**src/rtl/ins_exec_seq.sv**
```systemverilog
// Multi-cycle fetch/execute/memory/commit sequencer for the RV32I execute datapath.
// Owns pc, the retired-instruction count and the sticky fault state.
module ins_exec_seq #(
   parameter logic [31:0] RESET_PC    = 32'h0000_0000,
   parameter int unsigned MEM_TIMEOUT = 16,
   parameter int unsigned RETIRE_W    = 32
) (
   input  logic                sys_clk,
   input  logic                sys_rst_n,
   input  logic                run,
   output logic                imem_req,
   output logic [31:0]         imem_addr,
   input  logic                imem_ack,
   input  logic [31:0]         imem_rdata,
   output logic [31:0]         ins,
   output logic                exec_op,
   input  logic                exec_done,
   input  logic                exec_mem_op,
   input  logic                exec_br_taken,
   input  logic [31:0]         exec_br_target,
   output logic                dmem_req,
   input  logic                dmem_ack,
   output logic                rf_we,
   output logic [31:0]         pc,
   output logic [RETIRE_W-1:0] retired,
   output logic                halted,
   output logic                fault
);

   localparam logic [2:0] ST_IDLE   = 3'd0;
   localparam logic [2:0] ST_FETCH  = 3'd1;
   localparam logic [2:0] ST_EXEC   = 3'd2;
   localparam logic [2:0] ST_MEM    = 3'd3;
   localparam logic [2:0] ST_COMMIT = 3'd4;
   localparam logic [2:0] ST_FAULT  = 3'd5;

   localparam int unsigned CNT_W = $clog2(MEM_TIMEOUT + 1);
   localparam logic [CNT_W-1:0] CNT_LAST = CNT_W'(MEM_TIMEOUT - 1);
   localparam logic [31:0] NOP = 32'h0000_0013;

   logic [2:0]          state_q, state_d;
   logic [31:0]         pc_q, pc_d;
   logic [31:0]         ins_q, ins_d;
   logic [RETIRE_W-1:0] retired_q, retired_d;
   logic [CNT_W-1:0]    cnt_q, cnt_d;
   logic                br_taken_q, br_taken_d;
   logic [31:0]         br_target_q, br_target_d;
   logic                exec_first_q, exec_first_d;

   always_comb begin
      state_d      = state_q;
      pc_d         = pc_q;
      ins_d        = ins_q;
      retired_d    = retired_q;
      cnt_d        = cnt_q;
      br_taken_d   = br_taken_q;
      br_target_d  = br_target_q;
      exec_first_d = 1'b0;
      unique case (state_q)
         ST_IDLE: begin
            if (run) begin
               state_d = ST_FETCH;
               cnt_d   = '0;
            end
         end
         ST_FETCH: begin
            // Wait cycle k (1-based) sees cnt_q == k-1; ack on the last one still counts.
            if (imem_ack) begin
               ins_d        = imem_rdata;
               state_d      = ST_EXEC;
               exec_first_d = 1'b1;
            end else if (cnt_q == CNT_LAST) begin
               state_d = ST_FAULT;
            end else begin
               cnt_d = cnt_q + 1'b1;
            end
         end
         ST_EXEC: begin
            if (exec_done) begin
               if (exec_br_taken && (exec_br_target[1:0] != 2'b00)) begin
                  state_d = ST_FAULT;
               end else begin
                  br_taken_d  = exec_br_taken;
                  br_target_d = exec_br_target;
                  cnt_d       = '0;
                  state_d     = exec_mem_op ? ST_MEM : ST_COMMIT;
               end
            end
         end
         ST_MEM: begin
            if (dmem_ack) begin
               state_d = ST_COMMIT;
            end else if (cnt_q == CNT_LAST) begin
               state_d = ST_FAULT;
            end else begin
               cnt_d = cnt_q + 1'b1;
            end
         end
         ST_COMMIT: begin
            pc_d       = br_taken_q ? br_target_q : pc_q + 32'd4;
            retired_d  = retired_q + RETIRE_W'(1);
            br_taken_d = 1'b0;
            cnt_d      = '0;
            state_d    = run ? ST_FETCH : ST_IDLE;
         end
         ST_FAULT: state_d = ST_FAULT;
         default:  state_d = ST_FAULT;
      endcase
   end

   always_ff @(posedge sys_clk or negedge sys_rst_n) begin
      if (!sys_rst_n) begin
         state_q      <= ST_IDLE;
         pc_q         <= RESET_PC;
         ins_q        <= NOP;
         retired_q    <= '0;
         cnt_q        <= '0;
         br_taken_q   <= 1'b0;
         br_target_q  <= '0;
         exec_first_q <= 1'b0;
      end else begin
         state_q      <= state_d;
         pc_q         <= pc_d;
         ins_q        <= ins_d;
         retired_q    <= retired_d;
         cnt_q        <= cnt_d;
         br_taken_q   <= br_taken_d;
         br_target_q  <= br_target_d;
         exec_first_q <= exec_first_d;
      end
   end

   // Outputs decode straight from state so an async reset clears them in the same cycle.
   always_comb begin
      imem_req  = (state_q == ST_FETCH);
      imem_addr = pc_q;
      ins       = ins_q;
      exec_op   = (state_q == ST_EXEC) && exec_first_q;
      dmem_req  = (state_q == ST_MEM);
      rf_we     = (state_q == ST_COMMIT);
      pc        = pc_q;
      retired   = retired_q;
      halted    = (state_q == ST_IDLE);
      fault     = (state_q == ST_FAULT);
   end

endmodule

```
**config.mk**
```make
export PLATFORM = sky130hd
export DESIGN_NAME = ins_exec_seq
export DESIGN_NICKNAME = d
export VERILOG_FILES = /design/src/rtl/ins_exec_seq.sv
export SDC_FILE = /design/constraint.sdc
export NUM_CORES = 1
export LEC_CHECK = 0
export CAP_MARGIN = 20
export CORE_AREA = 2 2 168 170
export DETAILED_ROUTE_END_ITERATION = 6
export DIE_AREA = 0 0 170 172
export GPL_TIMING_DRIVEN = 0
export PLACE_DENSITY = 0.53
export SLEW_MARGIN = 20
export SYNTH_ARGS = -nofsm -noshare
export SYNTH_HDL_FRONTEND = slang
export SYNTH_SLANG_ARGS = --single-unit
```
**constraint.sdc**
```tcl
create_clock -name sys_clk -period 2.5 [get_ports sys_clk]
set_input_delay 0.75 -clock sys_clk [delete_from_list [all_inputs] [get_ports sys_clk]]
set_output_delay 0.75 -clock sys_clk [all_outputs]
set_load 0.03 [all_outputs]
```
[Word level (Yosys, flattened, before mapping)]
Index checks and enable logic that the tools add are counted.
Widths: inputs -> output; s select.
Operators by class
  bitwise operators: 1
  $add $sub $neg: 3
  equality and inequality tests: 11
  mux-type cells: 22
  reductions and logical operators: 11
Operator list (count)
  $add 32x1->32 const B: 1
  $add 32x3->32 const B: 1
  $mux 32: 1
  $mux 5: 6
  $pmux 5 s5: 1
  $mux 3: 7
  $pmux 3 s5: 1
  $ne 2x2->1 const B: 5
  $eq 3x2->1 const B: 2
  $eq 3x3->1 const B: 2
  $reduce_and 3->1: 2
  $reduce_and 6->1: 1
  $add 5x1->5 const B: 1
  $eq 5x4->1 const B: 1
  $mux 1: 5
  $reduce_bool 5->1: 1
  $reduce_and 2->1: 2
  $reduce_bool 2->1: 2
  $eq 3x1->1 const B: 1
  $logic_not 3->1: 1
  $logic_and 1x1->1: 2
  $pmux 1 s2: 1
  $not 1->1: 1
Word-level totals
  word-level logic and storage cells: 56
  input port bits: 72
  bits in registers: 138

[Longest topological paths before layout]
Gate-level depths: netlist of the first run.
  depth after elaboration: 5
  gate-level depth with buffers: 9
  depth with buffers taken out: 7

[Worst setup path after synthesis of the first run]
OpenSTA, ideal clock, no wires.
  path type: flip-flop to output port
  start: reg state_q[2]
  end: out rf_we
  setup slack: 0.350 ns
  required time: 1.750 ns
  arrival: 1.400 ns
  cell stages (with the launch flop): 7
  path through: dfrtp_1 buf_4 or3b_1 buf_6 inv_2 buf_2 buf_2
Between the ends
  cells in the longest elaborated chain, start to end: 1
Ends and longest elaborated chain
  start, declared: RTL line 41  | logic [2:0] state_q, state_d;
  start signal, assigned: RTL line 122  | state_q <= state_d;
  $eq 3x3->1: RTL line 140  | rf_we = (state_q == ST_COMMIT);
  end, declared: RTL line 23  | output logic rf_we,
Every way passes these cells.

[Worst setup path in the final report of the first run]
Ends and elaborated chain as after synthesis.

==> results of run 1 <==
-- power groups by stage --
stage / Sequential [mW] / Combinational, mW / Clock (mW)
2_1_floorplan: 4.53 / 2.31 / 0
3_3_place_gp: 3.77 / 5.23 / 0
3_5_place_dp: 3.79 / 5.28 / 0
4_1_cts: 3.77 / 5.30 / 2.45
5_1_grt: 3.88 / 5.59 / 2.56
6_report: 3.76 / 5.26 / 2.38
-- metal layers --
layer	up-vias	GRT usage [%]	share of wire (%)
met5	-	0	0
met4	0	4.496	1.3
met3	15	3.227	4.5
met2	172	22.57	49
met1	2729	18.34	45
li1	2606	-	-
-- cells by family after synthesis --
logic type                 synth area share (%)
and+or+nand+nor                           14.78
DFF                                       51.10
AOI/OAI and AO/OA                         9.895
buffers and inverters                     7.083
muxes                                     12.21
xor gates and xnor gates                  4.013
adders and majority gates                0.9247
-- flip-flops by register name (all words and copies together), names as in the netlist --
signal and cells:
br_taken_q 1, br_target_q 32, cnt_q 5, exec_first_q 1
imem_addr 32, ins 32, retired 32, state_q 3
-- worst reg2reg max path: cells and delay by family (launching register included) --
family	cells	cell delay [ns]
compound gates	2	0.31
buf+inv	3	1.41
flops	1	0.37
-- cell type report --
type                            count  area [sq um]
Inverter                           18         80.08
Fill cell                        2791         17570
Sequential cell                   138          3467
Buffer                             63         426.7
Timing Repair Buffer              208          2112
Clock buffer                       21         480.5
Clock inverter                     10         70.07
Tap cell                          346         432.9
Multi-Input combinational cell    390          2834
-- how the worst max path moves through the flow --
stage               depth (start not counted)        from  slack, ns          end
detailed placement                          7  state_q[2]      -0.62        rf_we
CTS                                         6  state_q[2]      -0.07        rf_we
finish                                      6  state_q[2]      -0.01        rf_we
global route                                6  state_q[2]      -0.08        rf_we
floorplan                                   6  state_q[2]       0.35        rf_we
global placement                            1   sys_rst_n      -5.46  retired[31]
-- cells in the mapped netlist (5+ instances only) --
master	number
sky130_fd_sc_hd__buf_2	11
sky130_fd_sc_hd__xnor2_1	22
sky130_fd_sc_hd__clkbuf_1	13
sky130_fd_sc_hd__xor2_1	9
sky130_fd_sc_hd__nor2_1	31
sky130_fd_sc_hd__a22o_1	5
sky130_fd_sc_hd__mux2i_1	6
sky130_fd_sc_hd__nand2_1	40
sky130_fd_sc_hd__nand3_1	32
sky130_fd_sc_hd__dfrtp_1	135
sky130_fd_sc_hd__inv_1	16
sky130_fd_sc_hd__buf_4	38
sky130_fd_sc_hd__mux2_2	68
sky130_fd_sc_hd__nor3_1	10
sky130_fd_sc_hd__ha_1	5
sky130_fd_sc_hd__and3_1	12
sky130_fd_sc_hd__a21oi_1	31
sky130_fd_sc_hd__o21ai_0	23
sky130_fd_sc_hd__o22ai_1	7
sky130_fd_sc_hd__nand4_1	12
-- through the flow --
step           instance area (sq um)  power, mW  hold WS [ns]
2_1_floorplan                   6765      6.839        0.4544
3_3_place_gp                    9250      9.009        0.4658
3_5_place_dp                    9283      9.069        0.4682
4_1_cts                         9868      11.53        0.2729
5_1_grt                         9903      12.04        0.2787
6_report                        9903      11.40        0.2571
-- repair_timing --
item,CTS,global route
setup endpoints to repair,14,15
gates resized for setup,35,18
setup buffers,0,2
pin swaps,0,0
hold endpoints to repair,0,0
==> results.sh, run 1 <==
export IMPL_ys_async_sr_fraction_pct=100.0
export IMPL_floorplan_initialDensity_pct=24.62
export IMPL_mappedNetlistNets=687
export IMPL_ys_seq_elements=138
export IMPL_maxSlewHeadroom_pct=53.81
export IMPL_grt_pass1_wl_um=30940
export IMPL_edff_count_synth=0
export IMPL_avgRoutedWirePerCell_um=16.91
export IMPL_drt_pre_antenna_iters=4
export IMPL_critPathRequiredTime_ns=1.75
export IMPL_cts_inserted_buffers=17
export IMPL_setup_viol=1
export IMPL_final_instance_count_excl_fill=1194
export IMPL_preCtsSetupSlack_ns=-0.6153
export IMPL_timing_fmax_ghz=0.3983
export IMPL_gp_congestion=0.8166
export IMPL_final_core_utilization_pct=36.04
export IMPL_row_count=61
export IMPL_drc=0
export IMPL_grt_pass1_vias=5366
export IMPL_fin_nets=913
export IMPL_clkPwrFrac_pct=20.9
export IMPL_yosys_warnings=0
export IMPL_finalSetupTns_ns=-0.01037
export IMPL_timing_critical_path_buf_inv=5
export IMPL_die_w_um=170
export IMPL_routed_via_count=5522
export IMPL_area_fraction_of_the_dominant_cell_type_after_synthesis_pct=49.94
export IMPL_timing_worst_setup_path_type="reg2out"
export IMPL_max_clock_path_buffers=2
export IMPL_run_status="complete, but fails checks"
export IMPL_drt_wl_total_um=20200
export IMPL_area_growth_pct=46.38
export IMPL_critPathSlowestCell="sky130_fd_sc_hd__or3b_1"
export IMPL_n_antenna_cell=0
export IMPL_synth_ff_type="sky130_fd_sc_hd__dfrtp_1"
export IMPL_synth_cell_area_sq_mm=0.006765
export IMPL_crit_top_cell="sky130_fd_sc_hd__buf_6"
export IMPL_rrSetupSlack_ns=0.32
export IMPL_power_frac_seq_pct=33.0
export IMPL_crit_arrival_ns=1.76
export IMPL_ant_nets=0
export IMPL_power_leakage_nw=4.185
export IMPL_fp_dieH_um=172
export IMPL_cts_root_buffer_cell="sky130_fd_sc_hd__clkbuf_16"
export IMPL_r2r_start="br_taken_q"
export IMPL_worst_slew_pin_slew_ns=0.6929
export IMPL_tritoncts="done"
export IMPL_min_delay_path_class="in2async"
export IMPL_post_synth_main_area_contributors="sky130_fd_sc_hd__dfrtp_1 (50%), sky130_fd_sc_hd__mux2_2 (11%), sky130_fd_sc_hd__buf_4 (4.2%)"
export IMPL_post_synth_inst_count=610
export IMPL_crit_chain="buf_6 -> or3b_1 -> buf_6 -> clkinv_8 -> buf_12 -> buf_8"
export IMPL_num_clock_sinks=138
export IMPL_drive_gt1_share_pct=22.64
export IMPL_yosys_cell_types_count=61
export IMPL_syn_mean_instance_area_sq_um=11.09
export IMPL_timing_final_hold_violations=0
export IMPL_global_route_overflow_total=0
export IMPL_startpoint_type_of_the_worst_setup_path="flop"
export IMPL_layout_commonest_cell="sky130_fd_sc_hd__clkdlybuf4s50_1"
export IMPL_report_final_slew_viol_count=0
export IMPL_final_setup_skew_ns=0.01089
export IMPL_final_period_demand_of_the_worst_path_ns=2.510
export IMPL_port_buffers=205
export IMPL_via_per_inst=4.625
export IMPL_die_area_sq_mm=0.02924
export IMPL_worst_r2r_endpoint="imem_addr[14]"
export IMPL_placed_cells=1162
export IMPL_drt_initial_drc_count=297
export IMPL_insertion_delay_of_the_later_clocked_pin_in_the_worst_skew_pair_ns=0.42
export IMPL_timing_final_crit_share_pct=100.4
export IMPL_failing_checks="setup timing"
export IMPL_hpwlAfterDp_um=14690
export IMPL_sequential_cell_area_fraction_in_the_yosys_report_pct=51.10
export IMPL_synth_top_cell_by_area="sky130_fd_sc_hd__dfrtp_1"
export IMPL_reg2regPathDepth=5
export IMPL_cts_htree_levels=4
export IMPL_hold_buf_cts=0
export IMPL_crit_end_category="output port"
export IMPL_peakVddDrop_v=0.0005477
export IMPL_timing_critical_path_slowest_cell_delay_ns=0.36
export IMPL_cp_top_family="buffers and inverters"
export IMPL_grt_max_degree=81
export IMPL_power_combinational_fraction_pct=46.2
export IMPL_power_switching_fraction_pct=39.73
export IMPL_grt_setup_unrepaired="yes"
export IMPL_grt_util_all_layers_pct=13.89
export IMPL_antenna_found_initial=0
export IMPL_cap_violations=0
export IMPL_net_switching_power_mw=4.527
export IMPL_cellInternalPower_mw=6.868
export IMPL_path_max_fanout=12
export IMPL_placeableCoreArea_sq_mm=0.02748
export IMPL_mostFrequentLayoutCells="sky130_fd_sc_hd__clkdlybuf4s50_1 (190), sky130_fd_sc_hd__dfrtp_1 (127), sky130_fd_sc_hd__mux2_2 (68)"
export IMPL_clk_transition_reported_paths_ns=0.06
export IMPL_finalWorstSetupSlack_ns=-0.01037
export IMPL_power_per_cell_area_mw_per_mm2=1151
export IMPL_boundaryPins=206
(Power assumes the default switching activity.)
==> inputs of run 2 (changes only) <==
Settings changed: ABC_AREA set to 1, CORE_AREA 2 2 168 170 to 2 2 179 181, DIE_AREA 0 0 170 172 to 0 0 181 183.
Clock period 2.5 ns to 2.15 ns, I/O delays scaled along.
==> results.sh, run 2 <==
export IMPL_placed_cells=1625
export IMPL_crit_chain="clkdlybuf4s50_1"
export IMPL_drt_initial_drc_count=347
export IMPL_global_route_overflow_total=0
export IMPL_routed_via_count=7123
export IMPL_yosys_cell_types_count=41
export IMPL_grt_pass1_wl_um=38400
export IMPL_ys_async_sr_fraction_pct=100.0
export IMPL_via_per_inst=4.286
export IMPL_die_w_um=181
export IMPL_post_dp_cell_area_sq_mm=0.01032
export IMPL_critPathRequiredTime_ns=1.50
export IMPL_synth_top_cell_by_area="sky130_fd_sc_hd__dfrtp_1"
export IMPL_timing_critical_path_slowest_cell_delay_ns=0.69
export IMPL_finalHoldWorstSlack_ns=0.2006
export IMPL_synth_ff_type="sky130_fd_sc_hd__dfrtp_1"
export IMPL_hpwlAfterDp_um=18590
export IMPL_timing_critical_path_buf_inv=1
export IMPL_placeableCoreArea_sq_mm=0.03123
export IMPL_cap_violations=0
export IMPL_postLayoutCellArea_sq_mm=0.01089
export IMPL_yosys_warnings=0
export IMPL_final_instance_count_excl_fill=1662
export IMPL_power_leakage_nw=5.782
export IMPL_maxSlewHeadroom_pct=56.11
export IMPL_max_clock_path_buffers=2
export IMPL_path_max_fanout=2
export IMPL_crit_end_category="output port"
export IMPL_row_count=65
export IMPL_area_fraction_of_the_dominant_cell_type_after_synthesis_pct=43.70
export IMPL_gp_congestion=0.8027
export IMPL_post_synth_main_area_contributors="sky130_fd_sc_hd__dfrtp_1 (44%), sky130_fd_sc_hd__nand2_1 (19%), sky130_fd_sc_hd__nor2_1 (5.6%)"
export IMPL_fp_dieH_um=183
export IMPL_yosys_cell_count_top_type="sky130_fd_sc_hd__nand2_1"
export IMPL_drive_gt1_share_pct=13.57
export IMPL_grt_setup_unrepaired="no"
export IMPL_syn_mean_instance_area_sq_um=7.601
export IMPL_synth_top_cells_by_count="sky130_fd_sc_hd__nand2_1 (387), sky130_fd_sc_hd__dfrtp_1 (135), sky130_fd_sc_hd__nor2_1 (115)"
export IMPL_cts_htree_levels=4
export IMPL_crit_arrival_ns=1.46
export IMPL_mostFrequentLayoutCells="sky130_fd_sc_hd__nand2_1 (387), sky130_fd_sc_hd__dfrtp_1 (121), sky130_fd_sc_hd__nor2_1 (115)"
export IMPL_setup_viol=0
export IMPL_layout_commonest_cell="sky130_fd_sc_hd__nand2_1"
export IMPL_grt_pass1_vias=7114
export IMPL_tritoncts="done"
export IMPL_clk_transition_reported_paths_ns=0.07
export IMPL_edff_count_synth=0
export IMPL_drc=0
export IMPL_timing_final_hold_violations=0
export IMPL_area_growth_pct=40.85
export IMPL_floorplan_initialDensity_pct=24.75
export IMPL_timing_worst_setup_path_type="reg2out"
export IMPL_hold_buf_cts=0
export IMPL_worst_r2r_endpoint="imem_addr[18]"
export IMPL_startpoint_type_of_the_worst_setup_path="flop"
export IMPL_critPathSlowestCell="sky130_fd_sc_hd__clkdlybuf4s50_1"
export IMPL_drt_pre_antenna_iters=5
export IMPL_reg2regPathDepth=10
export IMPL_cp_top_family="buffers and inverters"
export IMPL_antenna_found_initial=3
export IMPL_ys_seq_elements=138
export IMPL_worst_slew_pin_slew_ns=0.6583
export IMPL_sequential_cell_area_fraction_in_the_yosys_report_pct=44.72
export IMPL_boundaryPins=206
export IMPL_synth_cell_area_sq_mm=0.007730
export IMPL_final_core_utilization_pct=34.86
export IMPL_n_antenna_cell=0
export IMPL_post_synth_inst_count=1017
export IMPL_peakVddDrop_v=0.0004286
export IMPL_rrSetupSlack_ns=0.28
export IMPL_report_final_slew_viol_count=0
export IMPL_run_status="finished, final reports clean"
export IMPL_r2r_start="imem_addr[2]"
export IMPL_die_area_sq_mm=0.03312
export IMPL_final_setup_skew_ns=0.01094
export IMPL_timing_final_crit_share_pct=97.97
export IMPL_avgRoutedWirePerCell_um=14.58
export IMPL_fin_nets=1325
export IMPL_min_delay_path_class="in2async"
export IMPL_num_clock_sinks=138
export IMPL_grt_util_all_layers_pct=14.88
export IMPL_cts_inserted_buffers=17
export IMPL_mappedNetlistNets=1094
export IMPL_final_period_demand_of_the_worst_path_ns=2.106
export IMPL_cts_root_buffer_cell="sky130_fd_sc_hd__clkbuf_16"
export IMPL_port_buffers=205
export IMPL_insertion_delay_of_the_later_clocked_pin_in_the_worst_skew_pair_ns=0.42
export IMPL_timing_fmax_ghz=0.4748
export IMPL_drt_wl_total_um=24240
export IMPL_ant_nets=0
export IMPL_grt_max_degree=77
export IMPL_power_per_cell_area_mw_per_mm2=540.4
-- run 2: cell count changes after synthesis, moves of 7 or more --
cell	previous run	this run
sky130_fd_sc_hd__clkbuf_1	13	4
sky130_fd_sc_hd__mux2_2	68	0
sky130_fd_sc_hd__and3_1	12	0
sky130_fd_sc_hd__nand3b_1	0	7
sky130_fd_sc_hd__nor2_1	31	115
sky130_fd_sc_hd__nand4_1	12	3
sky130_fd_sc_hd__mux2_4	0	17
sky130_fd_sc_hd__xnor2_1	22	8
sky130_fd_sc_hd__inv_1	16	97
sky130_fd_sc_hd__nand3_1	32	44
sky130_fd_sc_hd__nand2_1	40	387
-- run 2: worst max-delay path by stage --
stage	startpoint	to	cells after the start
finish	ins[9]	ins[9]	1
global placement	sys_rst_n	ins[14]	1
floorplan	state_q[0]	fault	2
detailed placement	state_q[1]	rf_we	6
CTS	state_q[1]	rf_we	5
global route	imem_addr[25]	pc[25]	2
-- run 2: power by group --
group	internal [mW]	switching, mW
Combinational	0.120	0.0832
Sequential	2.60	0
Clock	1.87	1.22
Total	4.58	1.30
-- run 2: cell type report --
class	instances	area, sq um
Sequential cell	138	3475
Fill cell	3305	20340
Multi-Input combinational cell	720	3486
Timing Repair Buffer	213	2017
Tap cell	402	503.0
Clock inverter	13	167.7
Inverter	102	390.4
Clock buffer	18	439.2
Buffer	56	410.4
-- run 2: stage by stage --
stage                     power (mW)  setup WS [ns]  setup TNS, ns
after global routing           6.113      0.0001923              0
after floorplan                2.651         0.2958              0
final                          5.884        0.04371              0
after detailed placement       2.855        -0.5993         -7.855
after global placement         2.850         -5.712        -787.24
after CTS                      5.985       -0.08469        -0.1047
-- run 2: repair_timing --
item                                    in CTS  in global routing
endpoints found under the setup margin     106                 22
setup buffers                                0                  7
pin swaps                                    0                  0
gates resized for setup                    146                 20
-- run 2: layer usage --
| layer | routed length, um | global-route usage (%) |
|---|---|---|
| met1 | 11170 | 19.31 |
| met2 | 10630 | 23.29 |
| met3 | 1953 | 4.865 |
| met4 | 449 | 5.203 |
| met5 | 40 | 0 |
-- run 2: kinds of logic (layout without fill, tap and decap cells) --
| kind of cell | after synthesis | count (layout) | share of synthesized area [%] |
|---|---|---|---|
| simple gates | 597 | 597 | 32.65 |
| buf+inv | 159 | 402 | 10.25 |
| flops | 138 | 138 | 44.72 |
| compound gates | 79 | 79 | 5.779 |
| xor+xnor | 22 | 22 | 2.493 |
| mux | 17 | 17 | 3.302 |
| fa+ha+maj | 5 | 5 | 0.8093 |
==> inputs of run 3 (changes only) <==
Settings changed: GPL_ROUTABILITY_DRIVEN set to 0.
==> results of run 3 <==
No change in the layout: final DEF, timing and power equal those of run 2.
